<file path="src/rtl/spi_pkg.sv">
// spi_pkg: shared constants and the frame FSM state type for the SPI register bank.
// Frame layout (MSB first): [15] R/W (1 = write), [14:12] reserved, [11:8] address, [7:0] data.
package spi_pkg;

  localparam int unsigned FRAME_BITS = 16;
  localparam int unsigned ADDR_MSB   = 11;
  localparam int unsigned ADDR_LSB   = 8;
  localparam int unsigned RW_BIT     = 15;

  typedef enum logic [1:0] {
    IDLE,
    CMD,
    DATA,
    DONE
  } spi_state_t;

endpackage

</file>
<file path="src/rtl/synchronizer.sv">
// synchronizer: multi-flop synchroniser for one asynchronous input bit.
// Ports:
//   clk_i - destination clock
//   rst_i - synchronous active-high reset, loads RESET_VAL into every stage
//   d_i   - asynchronous input
//   q_o   - synchronised output (STAGES clk edges of latency)
// STAGES must be at least 2.
module synchronizer #(
  parameter int unsigned STAGES    = 2,
  parameter logic        RESET_VAL = 1'b0
) (
  input  logic clk_i,
  input  logic rst_i,
  input  logic d_i,
  output logic q_o
);

  logic [STAGES-1:0] sync_q;

  always_ff @(posedge clk_i) begin
    if (rst_i) begin
      sync_q <= {STAGES{RESET_VAL}};
    end else begin
      sync_q <= {sync_q[STAGES-2:0], d_i};
    end
  end

  assign q_o = sync_q[STAGES-1];

endmodule

</file>
<file path="src/rtl/spi_reg_bank.sv">
// spi_reg_bank: SPI mode-0 peripheral (oversampled in the clk domain) fronting a small
// register file. One 16-bit frame writes or reads one register.
// Ports:
//   clk, rst              - system clock, synchronous active-high reset
//   spi_sclk/cs_n/mosi    - asynchronous SPI pins
//   spi_miso, spi_miso_oe - serial read data and its output enable
//   regs                  - flattened registers, register i at [i*REG_W +: REG_W]
//   wr_strobe, wr_addr    - one-cycle write-commit pulse and last committed address
module spi_reg_bank
  import spi_pkg::*;
#(
  parameter int unsigned NUM_REGS = 4,
  parameter int unsigned REG_W    = 8
) (
  input  logic                      clk,
  input  logic                      rst,
  input  logic                      spi_sclk,
  input  logic                      spi_cs_n,
  input  logic                      spi_mosi,
  output logic                      spi_miso,
  output logic                      spi_miso_oe,
  output logic [NUM_REGS*REG_W-1:0] regs,
  output logic                      wr_strobe,
  output logic [3:0]                wr_addr
);

  localparam int unsigned DATA_BITS = FRAME_BITS / 2;

  logic sclk_s, cs_s, mosi_s;
  logic sclk_prev_q, cs_prev_q;
  logic sclk_rise, sclk_fall, cs_fall;

  synchronizer #(.STAGES(2), .RESET_VAL(1'b0)) u_sync_sclk (
    .clk_i(clk), .rst_i(rst), .d_i(spi_sclk), .q_o(sclk_s)
  );
  synchronizer #(.STAGES(2), .RESET_VAL(1'b1)) u_sync_cs (
    .clk_i(clk), .rst_i(rst), .d_i(spi_cs_n), .q_o(cs_s)
  );
  synchronizer #(.STAGES(2), .RESET_VAL(1'b0)) u_sync_mosi (
    .clk_i(clk), .rst_i(rst), .d_i(spi_mosi), .q_o(mosi_s)
  );

  assign sclk_rise = sclk_s & ~sclk_prev_q;
  assign sclk_fall = ~sclk_s & sclk_prev_q;
  assign cs_fall   = ~cs_s & cs_prev_q;

  spi_state_t             state_q, state_d;
  logic [3:0]             cnt_q, cnt_d;
  logic [FRAME_BITS-1:0]  shift_q, shift_d;
  logic [7:0]             miso_sr_q, miso_sr_d;
  logic                   miso_q, miso_d;
  logic                   strobe_q, strobe_d;
  logic [3:0]             wr_addr_q, wr_addr_d;
  logic [REG_W-1:0]       regs_q [NUM_REGS];
  logic [REG_W-1:0]       regs_d [NUM_REGS];
  // Synchroniser outputs carry reset values, not pin levels, for the first cycles after
  // reset. A frame is only accepted once CS_N has been genuinely observed high.
  logic [1:0]             warm_q, warm_d;
  logic                   armed_q, armed_d;

  logic [FRAME_BITS-1:0]  frame_next;
  logic [3:0]             cmd_addr, frm_addr;
  logic [7:0]             rd_val;
  logic                   wr_hit;

  always_comb begin
    // Frame as it stands including the bit sampled on this edge.
    frame_next = {shift_q[FRAME_BITS-2:0], mosi_s};
    // After 8 bits the address sits in the low nibble of the shift register.
    cmd_addr   = frame_next[ADDR_MSB-DATA_BITS:ADDR_LSB-DATA_BITS];
    frm_addr   = frame_next[ADDR_MSB:ADDR_LSB];

    rd_val = '0;
    wr_hit = 1'b0;
    for (int unsigned i = 0; i < NUM_REGS; i++) begin
      if (cmd_addr == 4'(i)) rd_val[REG_W-1:0] = regs_q[i];
      if (frm_addr == 4'(i)) wr_hit = 1'b1;
    end

    state_d   = state_q;
    cnt_d     = cnt_q;
    shift_d   = shift_q;
    miso_sr_d = miso_sr_q;
    miso_d    = miso_q;
    strobe_d  = 1'b0;
    wr_addr_d = wr_addr_q;
    regs_d    = regs_q;
    warm_d    = (warm_q == 2'd3) ? warm_q : warm_q + 2'd1;
    armed_d   = armed_q | ((warm_q == 2'd3) & cs_s);

    unique case (state_q)
      IDLE: begin
        if (cs_fall && armed_q) begin
          state_d = CMD;
          cnt_d   = '0;
          shift_d = '0;
        end
      end
      CMD: begin
        if (sclk_rise) begin
          shift_d = frame_next;
          cnt_d   = cnt_q + 4'd1;
          if (cnt_q == 4'd7) begin
            state_d   = DATA;
            miso_sr_d = rd_val;
          end
        end
      end
      DATA: begin
        if (sclk_rise) begin
          shift_d = frame_next;
          cnt_d   = cnt_q + 4'd1;
          if (cnt_q == 4'd15) begin
            state_d = DONE;
            miso_d  = 1'b0;
            if (frame_next[RW_BIT] && wr_hit) begin
              for (int unsigned i = 0; i < NUM_REGS; i++) begin
                if (frm_addr == 4'(i)) regs_d[i] = frame_next[REG_W-1:0];
              end
              strobe_d  = 1'b1;
              wr_addr_d = frm_addr;
            end
          end
        end else if (sclk_fall) begin
          // Present on the falling edge so the host samples on the next rise.
          miso_d    = miso_sr_q[7];
          miso_sr_d = {miso_sr_q[6:0], 1'b0};
        end
      end
      DONE: ;
      default: state_d = IDLE;
    endcase

    // Deselect wins after any commit on the same cycle.
    if (cs_s) begin
      state_d = IDLE;
      miso_d  = 1'b0;
    end
  end

  always_ff @(posedge clk) begin
    if (rst) begin
      state_q     <= IDLE;
      cnt_q       <= '0;
      shift_q     <= '0;
      miso_sr_q   <= '0;
      miso_q      <= 1'b0;
      strobe_q    <= 1'b0;
      wr_addr_q   <= '0;
      regs_q      <= '{default: '0};
      sclk_prev_q <= 1'b0;
      cs_prev_q   <= 1'b1;
      warm_q      <= '0;
      armed_q     <= 1'b0;
    end else begin
      state_q     <= state_d;
      cnt_q       <= cnt_d;
      shift_q     <= shift_d;
      miso_sr_q   <= miso_sr_d;
      miso_q      <= miso_d;
      strobe_q    <= strobe_d;
      wr_addr_q   <= wr_addr_d;
      regs_q      <= regs_d;
      sclk_prev_q <= sclk_s;
      cs_prev_q   <= cs_s;
      warm_q      <= warm_d;
      armed_q     <= armed_d;
    end
  end

  for (genvar g = 0; g < NUM_REGS; g++) begin : g_regs
    assign regs[g*REG_W +: REG_W] = regs_q[g];
  end

  assign spi_miso    = miso_q;
  assign spi_miso_oe = ~cs_s;
  assign wr_strobe   = strobe_q;
  assign wr_addr     = wr_addr_q;

endmodule
</file>
<file path="config.mk">
export PLATFORM = sky130hd
export DESIGN_NAME = spi_reg_bank
export DESIGN_NICKNAME = d
export VERILOG_FILES = /design/src/rtl/spi_pkg.sv /design/src/rtl/synchronizer.sv /design/src/rtl/spi_reg_bank.sv
export SDC_FILE = /design/constraint.sdc
export NUM_CORES = 1
export LEC_CHECK = 0
export BUFFER_PORTS_ARGS = -buffer_cell sky130_fd_sc_hd__clkbuf_2
export CORE_ASPECT_RATIO = 0.8
export CORE_MARGIN = 2
export CORE_UTILIZATION = 58
export DETAILED_ROUTE_END_ITERATION = 16
export PLACE_DENSITY = 0.86
export SYNTH_ARGS = -nofsm -noshare
export SYNTH_HDL_FRONTEND = slang
export SYNTH_SLANG_ARGS = --single-unit
</file>
<file path="constraint.sdc">
create_clock -name clk -period 3.9 [get_ports clk]
set_input_delay 1.17 -clock clk [delete_from_list [all_inputs] [get_ports clk]]
set_output_delay 1.17 -clock clk [all_outputs]
set_load 0.005 [all_outputs]
</file>
**After elaboration in Yosys (flattened, before gate mapping)**

Index checks and enable logic that the tools add are counted.

- Muxes and demuxes: 29
- Reduce and logical (&&, ||, !) cells: 21
- Eq/ne operators: 20
- Bitwise operators: 11
- Add/subtract/negate cells: 2

Operators with widths:

| cell | number |
|---|---|
| two-way mux 8 bit | 8 |
| two-way mux 15 bit | 2 |
| case mux 15 bit (2 select lines) | 1 |
| AND reduction 5 bit | 5 |
| equality test 4 x 2 -> 1 bit, second input constant | 4 |
| case mux 8 bit (2 select lines) | 1 |
| inequality test 2 bit, second input constant | 7 |
| two-way mux 2 bit | 5 |
| equality test 4 x 1 -> 1 bit, second input constant | 2 |
| logical NOT 4 bit | 2 |
| two-way mux 1 bit | 8 |
| two-way mux 4 bit | 2 |
| case mux 4 bit (2 select lines) | 1 |
| inverter 1 bit | 6 |
| case mux 2 bit (3 select lines) | 1 |
| AND reduction 3 bit | 2 |
| AND reduction 6 bit | 1 |
| nonzero test 2 bit | 3 |
| adder 4 x 1 -> 4 bit, second input constant | 1 |
| bitwise AND 1 bit | 4 |
| equality test 2 bit, second input constant | 2 |
| equality test 4 x 3 -> 1 bit, second input constant | 1 |
| equality test 4 bit, second input constant | 1 |
| inequality test 2 x 1 -> 1 bit, second input constant | 2 |
| 9 further kinds | 11 |

- Input bits: 5
- Word-level logic and storage cells: 101
- Register bits: 78
- Output and inout bits: 39

**Logic depth before layout (Yosys ltp)**

Gate-level depths: netlist (run 1).

- Word-level depth: 8
- Depth in mapped cells: 9
- Depth with buffers taken out: 7

**By module**

A second synthesis (run 1) with hierarchy kept.

- Cells, all modules: 326
- Area, all modules: 3372.0 um^2

By module, submodules not included:

| module | area each (um^2) | cells each | sequential area each (um^2) | times used |
|---|---|---|---|---|
| spi_reg_bank | 3214.3 | 314 | 1441.4 | 1 |
| synchronizer | 52.6 | 4 | 40.0 | 3 |

**Worst setup path after synthesis (run 1)**

Ideal clock, no wire load.

- Path kind: reg-to-reg
- Start point: register state_q[0]
- End point: register regs_q (netlist bit regs[4])
- Data required time: 3.772 ns
- Setup slack: 1.930 ns
- Buffers on the path: 2
- Clock period less this slack: 1.970 ns
- Stages on the path, launching flop included: 10
- Setup time: 0.128 ns
- Arrival time: 1.842 ns
- Cells stage by stage: dfxtp_1 inv_1 ha_1 buf_2 nand2_1 nor4_4 nor3b_2 buf_6 mux2i_1 nor2_1

- Cells in the longest elaborated chain, start to end: 2

RTL lines:

| item | RTL line | RTL |
|---|---|---|
| from (decl) | spi_reg_bank.sv:47 | `spi_state_t state_q, state_d;` |
| from (signal assigned) | spi_reg_bank.sv:156 | `state_q <= state_d;` |
| equality test 2 bit | spi_reg_bank.sv:91 | `unique case (state_q)` |
| AND reduction 5 bit (no source line) | -- |  |
| to (signal assigned) | spi_reg_bank.sv:163 | `regs_q <= regs_d;` |
| to (decl) | spi_reg_bank.sv:54 | `logic [REG_W-1:0] regs_q [NUM_REGS];` |

No other way between the ends.
A chain may end at the register's enable or synchronous reset.

**Worst setup path in the final report (run 1)**

Same ends and word-level chain as after synthesis.

==> results of run 1 <==
per-stage QoR:
| stage | hold WS, ns | util (%) | power [W] | setup slack [ns] | cells |
|---|---|---|---|---|---|
| after floorplan | 0.389 | - | 0.000861 | 1.93 | 340 |
| after global placement | 0.393 | 63.9 | 0.000869 | 1.12 | 440 |
| after detailed placement | 0.397 | 63.9 | 0.000871 | 0.939 | 440 |
| after CTS | 0.420 | 67.5 | 0.00147 | 0.907 | 456 |
| after global routing | 0.433 | 67.5 | 0.00151 | 0.660 | 456 |
| final | 0.418 | 67.5 | 0.00146 | 0.884 | 456 |
logic make-up (layout without fill, tap and decap cells):
family	count (synthesis)	count (layout)	synth area share, %
AOI/OAI and AO/OA	45	45	9.05
buffers and inverters	32	70	4.35
and+or+nand+nor	136	136	21.6
DFF	78	78	48.0
muxes	40	40	13.9
adders and majority gates	6	6	2.31
xor gates and xnor gates	3	3	0.808
final cells by class:
class / count / share of cell area [%]
Inverter: 9 / 0.920
Clock buffer: 11 / 3.85
Sequential cell: 78 / 42.5
Timing Repair Buffer: 45 / 6.27
Tap cell: 78 / 2.66
Clock inverter: 5 / 1.60
Multi-Input combinational cell: 230 / 42.2
cells in the mapped netlist, types with 2 or more instances:
cell type,number
dfxtp_1,78
nor2_1,52
mux2i_1,36
a21oi_1,24
nand2_1,17
nand3_1,16
clkbuf_1,15
nand2b_1,10
nor3_1,10
inv_1,9
a221oi_1,7
and3_1,7
ha_1,6
nor2b_1,6
buf_2,5
a221o_1,4
mux4_2,4
nand3b_1,3
nor3b_1,3
or2_2,3
xor2_1,3
a211oi_1,2
buf_6,2
nand4_1,2
how the worst max path moves through the flow:
| stage | start | end | slack [ns] | depth (start not counted) |
|---|---|---|---|---|
| 2_1_floorplan | state_q[0] | regs[4] | 1.93 | 9 |
| 6_report | state_q[0] | regs[4] | 0.88 | 7 |
| 3_3_place_gp | state_q[0] | regs[7] | 1.12 | 7 |
| 5_1_grt | state_q[0] | regs[1] | 0.66 | 7 |
| 4_1_cts | state_q[0] | regs[3] | 0.91 | 7 |
| 3_5_place_dp | state_q[0] | regs[4] | 0.94 | 7 |
cell usage in the layout, fill, tap and decap left out, drive strengths merged, types with 3 or more instances in the layout:
cell,synthesis,final
a221oi,7,7
dfxtp,78,78
a221o,4,4
nor2b,6,6
nor2,52,52
nor3,10,10
nand3b,3,3
clkbuf,15,54
or2,3,3
mux4,4,4
inv,9,9
mux2i,36,36
a21oi,24,24
nand3,17,17
nand2,17,17
nand2b,10,10
and3,7,7
nor3b,4,4
xor2,3,3
ha,6,6
power by group:
part	internal, W	total [W]	switching (W)
combinational	0.0000159	0.0000393	0.0000234
sequential	0.000805	0.000813	0.00000815
clock	0.000313	0.000608	0.000295
per-layer routing:
layer  share of wire, %  vias to the layer above  track usage, %
li1                   -                     1257               -
met1                 47                     1246            35.0
met2                 45                       87            35.6
met3                6.0                       15            6.88
met4                1.9                        0            9.40
met5                  0                        -               0
flip-flops by register name, indices dropped and copies added, names as in the netlist:
| name | cells |
|---|---|
| regs | 32 |
| shift_q | 15 |
| miso_sr_q | 8 |
| cnt_q | 4 |
| wr_addr | 4 |
| state_q | 2 |
| u_sync_cs.sync_q | 2 |
| u_sync_mosi.sync_q | 2 |
| u_sync_sclk.sync_q | 2 |
| warm_q | 2 |
| armed_q | 1 |
| cs_prev_q | 1 |
| sclk_prev_q | 1 |
| spi_miso | 1 |
| wr_strobe | 1 |
worst register-to-register path, stage by stage (launching register included):
cell and delay, ns:
dfxtp_1 0.34, inv_1 0.10, ha_1 0.54, nand2_1 0.26
nor4_4 0.53, nor3b_2 0.79, mux2i_1 0.30, nor2_1 0.06
==> flow_summary.json, run 1 <==
{
  "slowest_stage": "nor3b_2",
  "dpl_cell_area_sq_mm": 0.00347,
  "crit_path_end_kind": "register",
  "nFillCells": 422,
  "port_buffers": 43,
  "drtIter0Drc": 160,
  "power_density_mw_per_mm2": 398,
  "setup_tns_ns": 0,
  "synthFlopType": "dfxtp_1",
  "drc": 0,
  "synthesis.nets": 351,
  "vias_per_cell": 5.71,
  "clkTransAtPathRegs_ns": 0.09,
  "r2r-start": "state_q[0]",
  "grt_pass1_vias": 2368,
  "reg2reg_depth": 7,
  "grtUsageTotal_pct": 24.6,
  "start_util_pct": 59.8,
  "yosys.area.top_type": "dfxtp_1",
  "report.final.hold_viol_count": 0,
  "nNetsFinal": 384,
  "critical_path.max_stage_delay_ns": 0.79,
  "slew_violations": 0,
  "crit_family": "simple AND/OR/NAND/NOR gates",
  "hold-path-endpoint": "u_sync_cs.sync_q[1]",
  "holdCritPathClass": "register to register",
  "fin_area_sq_mm": 0.00367,
  "syn_avg_cell_area_sq_um": 9.56,
  "whs_path_depth": 1,
  "h-tree-depth": 3,
  "wl_um": 7150,
  "post_cts.repair.setup_buffers": 0,
  "cts.hold.buffers_added": 0,
  "root_buffer": "clkbuf_8",
  "synth_area_sq_mm": 0.00325,
  "place_hpwl_um": 4690,
  "clk_path_buf_depth": 2,
  "rrSetupSlack_ns": 0.88,
  "fin_worst_skew_ns": 0.0114,
  "hp-start": "u_sync_cs.sync_q[0]",
  "fin_crit_ns": 3.02,
  "n_antenna_cell": 0,
  "synth_seq_cells": 78,
  "grt_pass1_wl_um": 11600,
  "start_kind": "register",
  "rows": 24,
  "setup_violations": 0,
  "ys_types": 40,
  "critPathRequiredTime_ns": 4.14,
  "maxCapViolCount": 0,
  "synth-seq-area-share_pct": 48.0,
  "cts_made_buffers": 9,
  "worstSetupPathType": "register to register",
  "cts_tree": "built",
  "grt_max_degree": 40,
  "area_delta_synth_final_pct": 12.9,
  "ys_async_sr_fraction_pct": 0,
  "vias": 2605,
  "multi_input_area_sq_mm": 0.00155,
  "worst_slew_margin_rel_pct": 44.2,
  "synthTopCellsByArea": "dfxtp_1 48%, mux2i_1 11%, nor2_1 6.0%",
  "tightest_slew_ns": 0.833,
  "fp.coreArea_sq_mm": 0.00544,
  "rsz0062_at_grt": "no",
  "path_buf_inv": 1,
  "die_x_um": 87.7,
  "status": "completed",
  "antenna_found_initial": 0,
  "syn_inst": 340,
  "synth_edf_count": 0,
  "insertion_delay_ns": 0.36,
  "grt_overflow": 0,
  "cp_data_arrival_time_ns": 3.26,
  "wl_per_cell_um": 15.7,
  "p_leak_nw": 1.54,
  "synth_top_area_share_pct": 48.0,
  "die-height_um": 71.0,
  "crit_chain": "inv_1 > ha_1 > nand2_1 > nor4_4 > nor3b_2 > mux2i_1 > nor2_1",
  "clock-sinks": 78,
  "crit_fanout": 18,
  "place_congestion": 0.816,
  "irDropWorstVdd_mv": 0.324,
  "ios": 44,
  "timing.rr.end": "regs[4]",
  "fin_crit_sh_pct": 77.3,
  "drive_gt1_share_pct": 18.8,
  "drtAntennaViolNets": 0,
  "dieArea_sq_mm": 0.00622,
  "drt_first_pass_iters": 4,
  "regArea_sq_mm": 0.00156,
  "max_freq_mhz": 332,
  "cts-resized-gates": 0,
  "ys.warnings.count": 0
}
Note: power is estimated with default switching activity, not from simulation.
==> inputs of run 2 (changes only) <==
Settings changed: ABC_AREA from default to 1, CORE_UTILIZATION 58 to 52, PLACE_DENSITY 0.86 to 0.81.
Clock period 3.9 ns to 2.46 ns, I/O delays scaled along.
==> flow_summary.json, run 2 <==
{
  "grt_pass1_vias": 3090,
  "critical_path.max_stage_delay_ns": 0.38,
  "synthTopCellsByArea": "dfxtp_1 43%, nand2_1 13%, nor2_1 12%",
  "area_delta_synth_final_pct": 12.4,
  "synth_area_sq_mm": 0.00360,
  "drt_first_pass_iters": 6,
  "root_buffer": "clkbuf_8",
  "start_util_pct": 53.0,
  "drc": 0,
  "place_ws_ns": 0.498,
  "vias_per_cell": 5.12,
  "clkTransAtPathRegs_ns": 0.09,
  "synth_edf_count": 0,
  "top_usage_layer": "met2",
  "worst_slack_ns": 0.448,
  "dieArea_sq_mm": 0.00761,
  "antenna_found_initial": 0,
  "grt.met2_usage_pct": 36.9,
  "yosys.area.top_type": "dfxtp_1",
  "place_congestion": 0.878,
  "grt_use_met3_pct": 7.57,
  "slew_violations": 0,
  "wl_per_cell_um": 12.7,
  "n_antenna_cell": 0,
  "ys.warnings.count": 0,
  "vias": 3366,
  "crit_path_end_kind": "register",
  "crit_chain": "inv_1 > ha_1 > inv_2 > nor2_1 > nand3_1 > o21ai_0 > a21oi_1",
  "rsz0062_at_grt": "no",
  "nNetsFinal": 577,
  "drtAntennaViolNets": 0,
  "h-tree-depth": 3,
  "synth-seq-area-share_pct": 43.4,
  "fin_crit_ns": 2.01,
  "cts-resized-gates": 0,
  "grt_pass1_wl_um": 13800,
  "report.final.hold_viol_count": 0,
  "power_w": 0.00238,
  "fin_crit_sh_pct": 81.8,
  "maxCapViolCount": 0,
  "p_leak_nw": 1.99,
  "synth_most_common_cell": "nand2_1",
  "fin_area_sq_mm": 0.00405,
  "clk_path_buf_depth": 2,
  "port_buffers": 43,
  "start_kind": "register",
  "final_common_cell": "nand2_1",
  "status": "completed",
  "synth_top_area_share_pct": 43.4,
  "post_cts.repair.setup_buffers": 0,
  "worstSetupPathType": "register to register",
  "multi_input_area_sq_mm": 0.00166,
  "syn_inst": 531,
  "fp.coreArea_sq_mm": 0.00679,
  "clock-sinks": 78,
  "critPathRequiredTime_ns": 2.70,
  "cts_tree": "built",
  "regArea_sq_mm": 0.00156,
  "rows": 27,
  "ys_async_sr_fraction_pct": 0,
  "die-height_um": 78.4,
  "dpl_cell_area_sq_mm": 0.00383,
  "dp_cells": 642,
  "grt_overflow": 0,
  "cp_data_arrival_time_ns": 2.25,
  "slowest_stage": "nand3_1",
  "power_density_mw_per_mm2": 589,
  "setup_tns_ns": 0,
  "drive_gt1_share_pct": 14.7,
  "gr-usage-met1_pct": 27.3,
  "grt_max_degree": 38,
  "holdCritPathClass": "register to register",
  "irDropWorstVdd_mv": 0.405,
  "ios": 44,
  "synth_common_cells": "123 x nand2_1, 111 x nor2_1, 78 x dfxtp_1, 60 x inv_1, 46 x nand3_1",
  "tightest_slew_ns": 0.521,
  "fin_worst_skew_ns": 0.00835,
  "die_x_um": 97.0,
  "cts_made_buffers": 9,
  "cts.hold.buffers_added": 0,
  "crit_fanout": 16,
  "place_hpwl_um": 5790,
  "synthFlopType": "dfxtp_1",
  "mostFrequentLayoutCells": "123 x nand2_1, 111 x nor2_1, 78 x dfxtp_1, 60 x inv_1, 46 x nand3_1",
  "drtIter0Drc": 148,
  "max_freq_mhz": 497,
  "synthesis.nets": 542,
  "worst_slew_margin_rel_pct": 65.1,
  "synth_seq_cells": 78,
  "syn_avg_cell_area_sq_um": 6.78,
  "ys_types": 27,
  "grtUsageTotal_pct": 22.5,
  "fin_cells": 658,
  "insertion_delay_ns": 0.37,
  "setup_violations": 0,
  "largest_reg_flops": 32,
  "wl_um": 8380,
  "nFillCells": 619
}
==> run 2: cell count changes in the layout (fill, tap and decap cells not counted), sizes merged, moves of 17 or more <==
cell / change
nor2: +63
nand3: +32
inv: +61
o21ai: +17
mux2i: -36
nand2: +111
==> run 2: power by group <==
part	leakage, nW	internal [W]	switching (W)
Combinational	1.25	0.0000189	0.0000438
Clock	0.106	0.000497	0.000539
Sequential	0.630	0.00128	0.00000917
Total	1.99	0.00179	0.000592
==> run 2: critical path, delay by kind of cell, from the launching register on <==
family          cells  cell delay, ns
compound gates      2            0.40
fa+ha+maj           1            0.33
simple gates        2            0.52
flops               1            0.35
buf+inv             2            0.30
==> run 2: kinds of logic after synthesis <==
group / Yosys count / share of synthesized area, %
buffers and inverters: 90 / 10.4
flip-flops: 78 / 43.4
AO/OA/AOI/OAI: 57 / 8.17
adder cells (fa/ha/maj): 6 / 2.09
AND/OR/NAND/NOR: 300 / 35.9
==> run 2: layout make-up <==
class | count | area share [%]
timing repair buffer | 48 | 6.25
multi-input combinational | 363 | 41.1
tap | 87 | 2.69
clock inverter | 7 | 2.20
sequential | 78 | 38.6
clock buffer | 9 | 3.06
inverter | 66 | 6.12
==> run 2: worst paths after layout <==
path / start / end / slack [ns] / cells after the start
max reg2reg: state_q[0] / regs[5] / 0.45 / 7
min reg2reg: u_sync_sclk.sync_q[0] / u_sync_sclk.sync_q[1] / 0.41 / 2
min: u_sync_sclk.sync_q[0] / u_sync_sclk.sync_q[1] / 0.41 / 2
max: state_q[0] / regs[5] / 0.45 / 7
==> run 2: through the flow <==
| step | hold slack [ns] | util, % |
|---|---|---|
| detailed placement | 0.399 | 56.5 |
| global route | 0.447 | 59.6 |
| CTS | 0.415 | 59.6 |
| floorplan | 0.388 | - |
| global placement | 0.393 | 56.5 |
| finish | 0.410 | 59.6 |
==> run 2: routing by layer <==
metal  vias up  share of wire [%]
li1       1709                  -
met1      1512                 44
met2       116                 45
met3        29                8.5
met4         0                2.4
met5         -                  0
==> inputs of run 3 (changes only) <==
Settings changed: CORE_UTILIZATION 52 to 58, PLACE_DENSITY 0.81 to 0.86.
Clock period 2.46 ns to 1.95 ns, I/O delays scaled along.
==> flow_summary.json, run 3 (synthesis results as in run 2) <==
{
  "status": "completed",
  "rrSetupSlack_ns": 0.14,
  "cts_made_buffers": 9,
  "r2r-start": "cnt_q[0]",
  "irDropWorstVdd_mv": 0.699,
  "final_common_cell": "nand2_1",
  "hp-start": "u_sync_mosi.sync_q[0]",
  "fin_crit_sh_pct": 92.8,
  "critPathRequiredTime_ns": 2.20,
  "cp_data_arrival_time_ns": 2.05,
  "dieArea_sq_mm": 0.00686,
  "fp.coreArea_sq_mm": 0.00594,
  "mostFrequentLayoutCells": "123 x nand2_1, 111 x nor2_1, 78 x dfxtp_1, 60 x inv_1, 46 x nand3_1",
  "cts_tree": "built",
  "nFillCells": 497,
  "fin_worst_skew_ns": 0.00525,
  "slew_violations": 0,
  "critical_path.max_stage_delay_ns": 0.38,
  "vias": 3451,
  "drtAntennaViolNets": 0,
  "fin_crit_ns": 1.81,
  "die_x_um": 92.1,
  "ios": 44,
  "largest_reg_flops": 32,
  "clock-sinks": 78,
  "tightest_slew_ns": 0.576,
  "crit_path_frequent_cell": "nor2_1",
  "crit_chain": "ha_1 > nand2_1 > nor2_4 > nand3_4 > nor2_8 > nand3_2 > nor2_1 > nor2_1",
  "worst_slack_ns": 0.141,
  "start_util_pct": 60.6,
  "max_freq_mhz": 553,
  "drt_first_pass_iters": 5,
  "worstSetupPathType": "register to register",
  "clk_path_buf_depth": 2,
  "root_buffer": "clkbuf_8",
  "drtIter0Drc": 331,
  "fin_cells": 658,
  "regArea_sq_mm": 0.00156,
  "crit_path_end_kind": "register",
  "holdCritPathClass": "register to register",
  "place_congestion": 0.858,
  "grt_pass1_vias": 3185,
  "antenna_found_initial": 0,
  "h-tree-depth": 3,
  "fin_area_sq_mm": 0.00414,
  "clkTransAtPathRegs_ns": 0.08,
  "grt_pass1_wl_um": 14300,
  "place_hpwl_um": 5970,
  "p_leak_nw": 2.02,
  "start_kind": "register",
  "wl_um": 8790,
  "power_density_mw_per_mm2": 758,
  "insertion_delay_ns": 0.35,
  "multi_input_area_sq_mm": 0.00169,
  "n_antenna_cell": 0,
  "grtUsageTotal_pct": 26.5,
  "vias_per_cell": 5.24,
  "grt_max_degree": 38,
  "area_delta_synth_final_pct": 15.1,
  "port_buffers": 43,
  "setup_violations": 0,
  "holdWs_ns": 0.414,
  "nNetsFinal": 584,
  "grt_overflow": 0,
  "slowest_stage": "dfxtp_1",
  "critPathLaunch": "cnt_q[0]",
  "dpl_cell_area_sq_mm": 0.00386,
  "wl_per_cell_um": 13.4,
  "dp_cells": 639,
  "worst_slew_margin_rel_pct": 61.5,
  "drive_gt1_share_pct": 15.9,
  "die-height_um": 74.5,
  "place_ws_ns": 0.142,
  "rows": 25,
  "drc": 0,
  "crit_fanout": 8,
  "report.final.hold_viol_count": 0,
  "maxCapViolCount": 0
}
run 3: cell types whose count changed in the layout (fill, tap and decap cells not counted), moves of 2 or more:
cell / before / now
nand3_2: 0 / 2
inv_6: 2 / 0
inv_8: 3 / 0
buf_4: 5 / 9
bufinv_16: 1 / 3
run 3: final timing paths:
kind | depth (start not counted) | end
max | 8 | regs[27]
min reg2reg | 2 | u_sync_mosi.sync_q[1]
min | 2 | u_sync_mosi.sync_q[1]
max reg2reg | 8 | regs[27]
run 3: cell type report:
class	instances	area share, %
inverters	66	6.04
flip-flops and latches	78	37.7
well taps	81	2.45
clock buffers	9	2.99
multi-input cells	365	40.8
clock inverters	6	2.69
repair buffers	53	7.31
run 3: metal layers:
layer | global-route usage, % | wire length [um]
met1 | 32.4 | 3670
met2 | 46.3 | 4180
met3 | 7.70 | 805
met4 | 8.29 | 138
met5 | 0 | 0
run 3: metrics by stage:
stage	total power, W	util (%)	TNS (ns)
floorplan	0.00171	-	0
global placement	0.00173	65.0	0
detailed placement	0.00174	65.0	0
CTS	0.00316	68.9	0
global route	0.00323	69.7	-0.00911
finish	0.00314	69.7	0
run 3: critical path: cells and delay by family, from the launching register on:
family / cells / cell delay (ns)
AND/OR/NAND/NOR: 7 / 1.10
flip-flops: 1 / 0.38
adder cells (fa/ha/maj): 1 / 0.21
run 3: power breakdown:
group | leakage, nW | internal [W] | switching, W | total (W)
clock network | 0.115 | 0.000843 | 0.000596 | 0.00144
logic | 1.28 | 0.0000246 | 0.0000570 | 0.0000816
registers | 0.630 | 0.00161 | 0.0000116 | 0.00162
run 3: what timing repair did:
item | in CTS | in global routing
setup buffers | 0 | 2
gates resized for setup | 0 | 5
setup endpoints to repair | 0 | 9
hold buffers | 0 | 0
